**src/rtl/io_pad_arb_pkg.sv**
```systemverilog
// Shared types, idle pad defaults and the round-robin pick used by the pad-bank arbiter.
package io_pad_arb_pkg;

    typedef enum logic [1:0] {
        ST_IDLE,
        ST_TURN,
        ST_OWN
    } arb_state_t;

    localparam logic IDLE_PU_DEF = 1'b0;
    localparam logic IDLE_PD_DEF = 1'b1;
    localparam logic IDLE_CS_DEF = 1'b1;

    localparam int RR_MAX = 8;

    // Search starts one past the previous owner and wraps at num_req; first hit wins.
    function automatic logic [RR_MAX-1:0] rr_pick(input logic [RR_MAX-1:0] req,
                                                  input logic [2:0]        last_owner,
                                                  input int                num_req);
        logic [RR_MAX-1:0] grant;
        logic [2:0]        idx;
        grant = '0;
        for (int k = 1; k <= RR_MAX; k++) begin
            idx = 3'((32'(last_owner) + k) % num_req);
            if (k <= num_req && grant == '0 && req[idx]) begin
                grant[idx] = 1'b1;
            end
        end
        return grant;
    endfunction

endpackage

```
**src/rtl/io_pad_arb_in_filt.sv**
```systemverilog
// One pad's input path: a reset-cleared synchroniser chain followed by a stability filter.
module io_in_filt #(
    parameter int SYNC_STAGES = 2,
    parameter int FILT_CYC    = 4
) (
    input  logic clk_i,
    input  logic rst_i,
    input  logic pad_i,
    output logic rx_sync_o,
    output logic rx_filt_o
);

    localparam int FCNT_W = $clog2(FILT_CYC + 1);

    logic [SYNC_STAGES-1:0] sync_q;
    logic [FCNT_W-1:0]      fcnt;
    logic                   filt_q;

    always_ff @(posedge clk_i) begin
        if (rst_i) begin
            sync_q <= '0;
        end else begin
            sync_q <= {sync_q[SYNC_STAGES-2:0], pad_i};
        end
    end

    // Any agreement between sync and filtered value restarts the stability count.
    always_ff @(posedge clk_i) begin
        if (rst_i) begin
            fcnt   <= '0;
            filt_q <= 1'b0;
        end else if (sync_q[SYNC_STAGES-1] == filt_q) begin
            fcnt <= '0;
        end else if (fcnt == FCNT_W'(FILT_CYC - 1)) begin
            filt_q <= ~filt_q;
            fcnt   <= '0;
        end else begin
            fcnt <= fcnt + FCNT_W'(1);
        end
    end

    assign rx_sync_o = sync_q[SYNC_STAGES-1];
    assign rx_filt_o = filt_q;

endmodule

```
**src/rtl/io_pad_arb.sv**
```systemverilog
// Round-robin owner arbitration for a shared tri-state pad bank, with a forced hi-Z
// turnaround between owners and filtered pad inputs back to the core.
module io_pad_arb
    import io_pad_arb_pkg::*;
#(
    parameter int   NUM_PADS    = 8,
    parameter int   NUM_REQ     = 4,
    parameter int   TURN_CYC    = 2,
    parameter int   SYNC_STAGES = 2,
    parameter int   FILT_CYC    = 4,
    parameter logic IDLE_PU     = IDLE_PU_DEF,
    parameter logic IDLE_PD     = IDLE_PD_DEF,
    parameter logic IDLE_CS     = IDLE_CS_DEF
) (
    input  logic                         clk_i,
    input  logic                         rst_i,
    input  logic [NUM_REQ-1:0]           req_i,
    output logic [NUM_REQ-1:0]           gnt_o,
    input  logic [NUM_REQ*NUM_PADS-1:0]  req_c2p_i,
    input  logic [NUM_REQ*NUM_PADS-1:0]  req_c2p_en_i,
    input  logic [NUM_REQ-1:0]           req_cs_i,
    input  logic [NUM_REQ-1:0]           req_pu_i,
    input  logic [NUM_REQ-1:0]           req_pd_i,
    output logic [NUM_PADS-1:0]          pad_c2p_o,
    output logic [NUM_PADS-1:0]          pad_c2p_en_o,
    output logic                         pad_cs_o,
    output logic                         pad_pu_o,
    output logic                         pad_pd_o,
    input  logic [NUM_PADS-1:0]          pad_p2c_i,
    output logic [NUM_PADS-1:0]          rx_sync_o,
    output logic [NUM_PADS-1:0]          rx_filt_o,
    output logic                         busy_o
);

    localparam int CNT_W = (TURN_CYC > 1) ? $clog2(TURN_CYC) : 1;
    localparam int OWN_W = $clog2(NUM_REQ);

    arb_state_t         state, state_nx;
    logic [CNT_W-1:0]   cnt, cnt_nx;
    logic [NUM_REQ-1:0] gnt, gnt_nx, rr_winner;
    logic [OWN_W-1:0]   last_owner, last_owner_nx, winner_idx;
    logic               any_req, owner_req, turn_done;

    assign any_req   = |req_i;
    assign owner_req = |(req_i & gnt);
    assign turn_done = (cnt == CNT_W'(TURN_CYC - 1));
    assign rr_winner = NUM_REQ'(rr_pick(RR_MAX'(req_i), 3'(last_owner), NUM_REQ));

    always_comb begin
        winner_idx = '0;
        for (int r = 0; r < NUM_REQ; r++) begin
            if (rr_winner[r]) winner_idx = OWN_W'(r);
        end
    end

    always_ff @(posedge clk_i) begin
        if (rst_i) begin
            state <= ST_IDLE;
        end else begin
            state <= state_nx;
        end
    end

    // last_owner starts at the top index so requester 0 wins the first search.
    always_ff @(posedge clk_i) begin
        if (rst_i) begin
            cnt        <= '0;
            gnt        <= '0;
            last_owner <= OWN_W'(NUM_REQ - 1);
        end else begin
            cnt        <= cnt_nx;
            gnt        <= gnt_nx;
            last_owner <= last_owner_nx;
        end
    end

    always_comb begin
        state_nx      = state;
        cnt_nx        = cnt;
        gnt_nx        = gnt;
        last_owner_nx = last_owner;
        unique case (state)
            ST_IDLE: begin
                if (any_req) begin
                    state_nx = ST_TURN;
                    cnt_nx   = '0;
                end
            end
            ST_TURN: begin
                if (turn_done) begin
                    cnt_nx = '0;
                    if (any_req) begin
                        state_nx      = ST_OWN;
                        gnt_nx        = rr_winner;
                        last_owner_nx = winner_idx;
                    end else begin
                        state_nx = ST_IDLE;
                    end
                end else begin
                    cnt_nx = cnt + CNT_W'(1);
                end
            end
            ST_OWN: begin
                if (!owner_req) begin
                    state_nx = ST_TURN;
                    cnt_nx   = '0;
                    gnt_nx   = '0;
                end
            end
            default: begin
                state_nx = ST_IDLE;
                gnt_nx   = '0;
            end
        endcase
    end

    // The grant is non-zero only in OWN, so muxing on it also hi-Zs the bank elsewhere.
    always_comb begin
        pad_c2p_o    = '0;
        pad_c2p_en_o = '0;
        pad_cs_o     = IDLE_CS;
        pad_pu_o     = IDLE_PU;
        pad_pd_o     = IDLE_PD;
        for (int r = 0; r < NUM_REQ; r++) begin
            if (gnt[r]) begin
                pad_c2p_o    = req_c2p_i[r*NUM_PADS +: NUM_PADS];
                pad_c2p_en_o = req_c2p_en_i[r*NUM_PADS +: NUM_PADS];
                pad_cs_o     = req_cs_i[r];
                pad_pu_o     = req_pu_i[r];
                pad_pd_o     = req_pd_i[r];
            end
        end
    end

    assign gnt_o  = gnt;
    assign busy_o = (state != ST_IDLE);

    for (genvar p = 0; p < NUM_PADS; p++) begin : g_in_filt
        io_in_filt #(
            .SYNC_STAGES (SYNC_STAGES),
            .FILT_CYC    (FILT_CYC)
        ) u_in_filt (
            .clk_i     (clk_i),
            .rst_i     (rst_i),
            .pad_i     (pad_p2c_i[p]),
            .rx_sync_o (rx_sync_o[p]),
            .rx_filt_o (rx_filt_o[p])
        );
    end

endmodule

```
**config.mk**
```make
export PLATFORM = sky130hd
export DESIGN_NAME = io_pad_arb
export DESIGN_NICKNAME = d
export VERILOG_FILES = /design/src/rtl/io_pad_arb_pkg.sv /design/src/rtl/io_pad_arb_in_filt.sv /design/src/rtl/io_pad_arb.sv
export SDC_FILE = /design/constraint.sdc
export NUM_CORES = 1
export LEC_CHECK = 0
export BUFFER_PORTS_ARGS = -buffer_cell sky130_fd_sc_hd__buf_2
export CAP_MARGIN = 10
export CORE_ASPECT_RATIO = 0.7
export CORE_MARGIN = 2
export CORE_UTILIZATION = 44
export CTS_BUF_LIST = sky130_fd_sc_hd__clkbuf_4 sky130_fd_sc_hd__clkbuf_8 sky130_fd_sc_hd__clkbuf_16
export CTS_CLUSTER_DIAMETER = 40
export CTS_CLUSTER_SIZE = 14
export DETAILED_ROUTE_END_ITERATION = 16
export GPL_ROUTABILITY_DRIVEN = 0
export PLACE_DENSITY_LB_ADDON = 0.1
export SLEW_MARGIN = 10
export SYNTH_ARGS = -nofsm -noshare
export SYNTH_HDL_FRONTEND = slang
export SYNTH_SLANG_ARGS = --single-unit
```
**constraint.sdc**
```tcl
create_clock -name clk_i -period 2.3 [get_ports clk_i]
set_input_delay 0 -clock clk_i [delete_from_list [all_inputs] [get_ports clk_i]]
set_output_delay 0 -clock clk_i [all_outputs]
set_load 0.005 [all_outputs]
```
==> results.py <==
metrics = {
    "setup_path": {
        "worstReg2RegStart": "last_owner[0]$_SDFFE_PP1P_",
        "cp-start-kind": "flip-flop",
        "cp_slowest_stage_delay_ns": 0.40,
        "reg2reg_to": "last_owner[0]$_SDFFE_PP1P_",
        "crit_path_max_fanout": 7,
        "arrival_ns": 2.61,
        "crit_type": "flip-flop to flip-flop",
        "crit_end": "last_owner[0]$_SDFFE_PP1P_",
        "worst_setup_path_end_kind": "flip-flop",
        "crit_buf_inv": 4,
        "crit_top_cell": "buf_4",
        "r2r_slack_ns": -0.08,
        "worstRegToRegCells": 10,
        "crit_cells": 10,
        "critPathLaunch": "last_owner[0]$_SDFFE_PP1P_",
        "worstPathRequired_ns": 2.52,
        "crit_slowest_cell": "dfxtp_4",
        "cp_top_family": "compound AO/OA/AOI/OAI gates",
        "crit_chain": "inv_6 -> ha_4 -> mux4_2 -> buf_4 -> a21oi_1 -> a222oi_1 -> buf_4 -> buf_4 -> a21o_2 -> a31oi_2",
    },
    "sta": {
        "drv_slew": 0,
        "rsz0062_at_grt": "yes",
        "max_freq_ghz": 0.4194,
        "tns_ns": -0.3439,
        "clock_skew_ns": 0.002692,
        "finalSetupViolations": 5,
        "fin_crit_sh": 1.037,
        "worst_pin_slew_ns": 0.7253,
        "setup_ws_ns": -0.08427,
        "period_needed_ns": 2.384,
        "report.final.hold_viol_count": 0,
        "maxSlewHeadroom": 0.5165,
    },
    "clock_tree": {
        "cts_root_buffer": "clkbuf_8",
        "cts_buffers": 9,
        "cts_tree": "yes",
        "clkLatencyLatePin_ns": 0.32,
        "clk_pin_slew_worst_paths_ns": 0.06,
        "cts.sinks": 57,
        "clk_path_buf_depth": 2,
        "htree_levels": 3,
    },
    "yosys": {
        "syn_nets": 497,
        "ys.flop_type": "dfxtp_1",
        "synthCells": 383,
        "synth_area_mm2": 0.003212,
        "avgSynthCellArea_um2": 8.386,
        "async_reset_ff_frac": 0,
        "yosysUniqueCellTypes": 49,
        "synth-seq-cells": 57,
        "synth_edf_count": 0,
        "synth_warnings": 0,
        "seq_area_frac_synth": 0.3553,
    },
    "die": {
        "fp-row-count": 26,
        "die_area_mm2": 0.008010,
        "boundaryPins": 130,
        "fp.dieH_um": 75.48,
        "core_area_mm2": 0.007189,
        "dieWidth_um": 106.1,
        "start_util": 0.4467,
    },
    "drt": {
        "dr.pass1.iters": 5,
        "vias": 3104,
        "routedWlPerCell_um": 12.49,
        "drt-initial-drc-count": 205,
        "drt-total-wl_um": 7934,
        "drc": 0,
        "avgViaCountPerCell": 4.888,
        "antenna_left": 0,
    },
    "min_path": {
        "hold_depth": 4,
        "worstHoldStart": "req_i[0]",
        "min-delay-path-class": "input pin to flip-flop",
    },
    "global_route": {
        "grt_pass1_wl_um": 12160,
        "antenna_found_initial": 0,
        "grt_pass1_vias": 2608,
        "grt-ovfl-total": 0,
        "grt_max_degree": 43,
        "grt.total_usage": 0.1934,
    },
    "power_and_ir_drop": {
        "total_power_mw": 2.590,
        "peakVddDrop_v": 0.0004407,
        "power_leakage_nw": 2.055,
        "powerDensity_mw_per_mm2": 578.8,
    },
    "run": {
        "maxCapViolCount": 0,
    },
    "placement": {
        "dp_hpwl_um": 5866,
        "place_ws_ns": -0.1371,
        "postPlaceCellArea_mm2": 0.004001,
        "port_buffers": 129,
    },
    "cells_and_area": {
        "drive_above_1_share": 0.3966,
        "final_area_mm2": 0.004474,
        "syn_to_final_growth_pct": 39.31,
        "final_nets": 647,
        "antenna_cells": 0,
    },
    "run_status": {
        "violations": "setup timing",
        "status": "complete, but fails checks",
    },
}
## report_power, final
group | switching, mW | internal, mW | leakage (nW)
sequential | 0.0198 | 1.01 | 0.464
combinational | 0.234 | 0.264 | 1.47
clock | 0.354 | 0.705 | 0.119
total | 0.608 | 1.98 | 2.06
## Yosys cell counts (all sizes together), types with 3 or more instances
cell type	n	area [um2]
nand3	3	15.01
dfxtp	57	1141
nand2	23	86.33
mux2i	11	110.1
o21ai	26	130.1
o22ai	3	18.77
inv	22	82.58
clkbuf	12	45.04
nor2b	17	106.4
a31oi	3	18.77
nor3	3	15.01
mux4	3	67.56
a22oi	19	142.6
nor2	62	235.2
buf	22	153.9
a2bb2oi	3	26.28
ha	24	300.3
a21oi	24	120.1
or3	8	50.05
xnor2	8	70.07
mux2	3	33.78
## layout by cell type (no fill, tap or decap), drive strengths merged, types with 8 or more instances in the layout
cell and n:
a22oi 19, dfxtp 57, o21ai 26, inv 22, xnor2 8, buf 165, ha 24, nand2 23
nor2 62, mux2i 11, dlygate4sd3 8, clkbuf 13, a21oi 24, nor2b 17, or3 8
## per-layer routing
metal / global-route usage / part of all wire / up-vias
li1: - / - / 1612
met1: 0.2593 / 0.46 / 1358
met2: 0.3113 / 0.46 / 127
met3: 0.05731 / 0.079 / 7
met4: 0.04825 / 0.0079 / 0
met5: 0 / 0 / -
## registers in the layout, indices dropped and copies added, names as in the netlist
name	flops
g_in_filt.u_in_filt.fcnt	24
last_owner	2
state	2
gnt_o	4
cnt	1
g_in_filt.u_in_filt.sync_q	16
g_in_filt.u_in_filt.rx_filt_o	8
## worst min path at each step
stage,to
global route,state[0]$_SDFFE_PP0P_
global placement,g_in_filt[5].u_in_filt.sync_q[0]$_SDFF_PP0_
CTS,state[0]$_SDFFE_PP0P_
detailed placement,g_in_filt[7].u_in_filt.sync_q[0]$_SDFF_PP0_
floorplan,pad_c2p_en_o[0]
finish,state[0]$_SDFFE_PP0P_
## per-stage QoR
stage	instances	utilization	hold slack (ns)
6_report	635	0.6223	0.1769
5_1_grt	635	0.6223	0.1991
4_1_cts	634	0.6208	0.1539
3_5_place_dp	600	0.5566	0.2122
3_3_place_gp	600	0.5566	0.2083
2_1_floorplan	383	-	0.1081
## final cells by class
cell class / count / area (um2)
Fill cell: 646 / 2715
Multi-Input combinational cell: 270 / 1871
Clock buffer: 13 / 172.7
Tap cell: 98 / 122.6
Inverter: 22 / 87.58
Timing Repair Buffer: 173 / 1012
Sequential cell: 57 / 1149
Clock inverter: 2 / 60.06
## tightest hold or removal path: cells and delay by family
family | cells | cell delay (ns)
buffers and inverters | 1 | 0.15
AO/OA/AOI/OAI | 2 | 0.18
AND/OR/NAND/NOR | 1 | 0.11
## repair_timing
item | CTS | global route
pin swaps | 7 | 4
endpoints found under the hold margin | 8 | 0
gates resized for setup | 17 | 1
buffers inserted | 11 | 1
endpoints found under the setup margin | 7 | 6
hold buffers | 8 | 0
## cells by family (layout without fill, tap and decap cells)
logic type / Yosys count / in the layout / synth area share
flip-flops: 57 / 57 / 0.3553
buffers and inverters: 56 / 210 / 0.08765
multiplexers: 17 / 17 / 0.06583
adder cells (fa/ha/maj): 24 / 24 / 0.09349
XOR/XNOR: 8 / 8 / 0.02182
AND/OR/NAND/NOR: 126 / 126 / 0.1815
AO/OA/AOI/OAI: 95 / 95 / 0.1944
No activity file was read; power rests on OpenSTA's default activity.
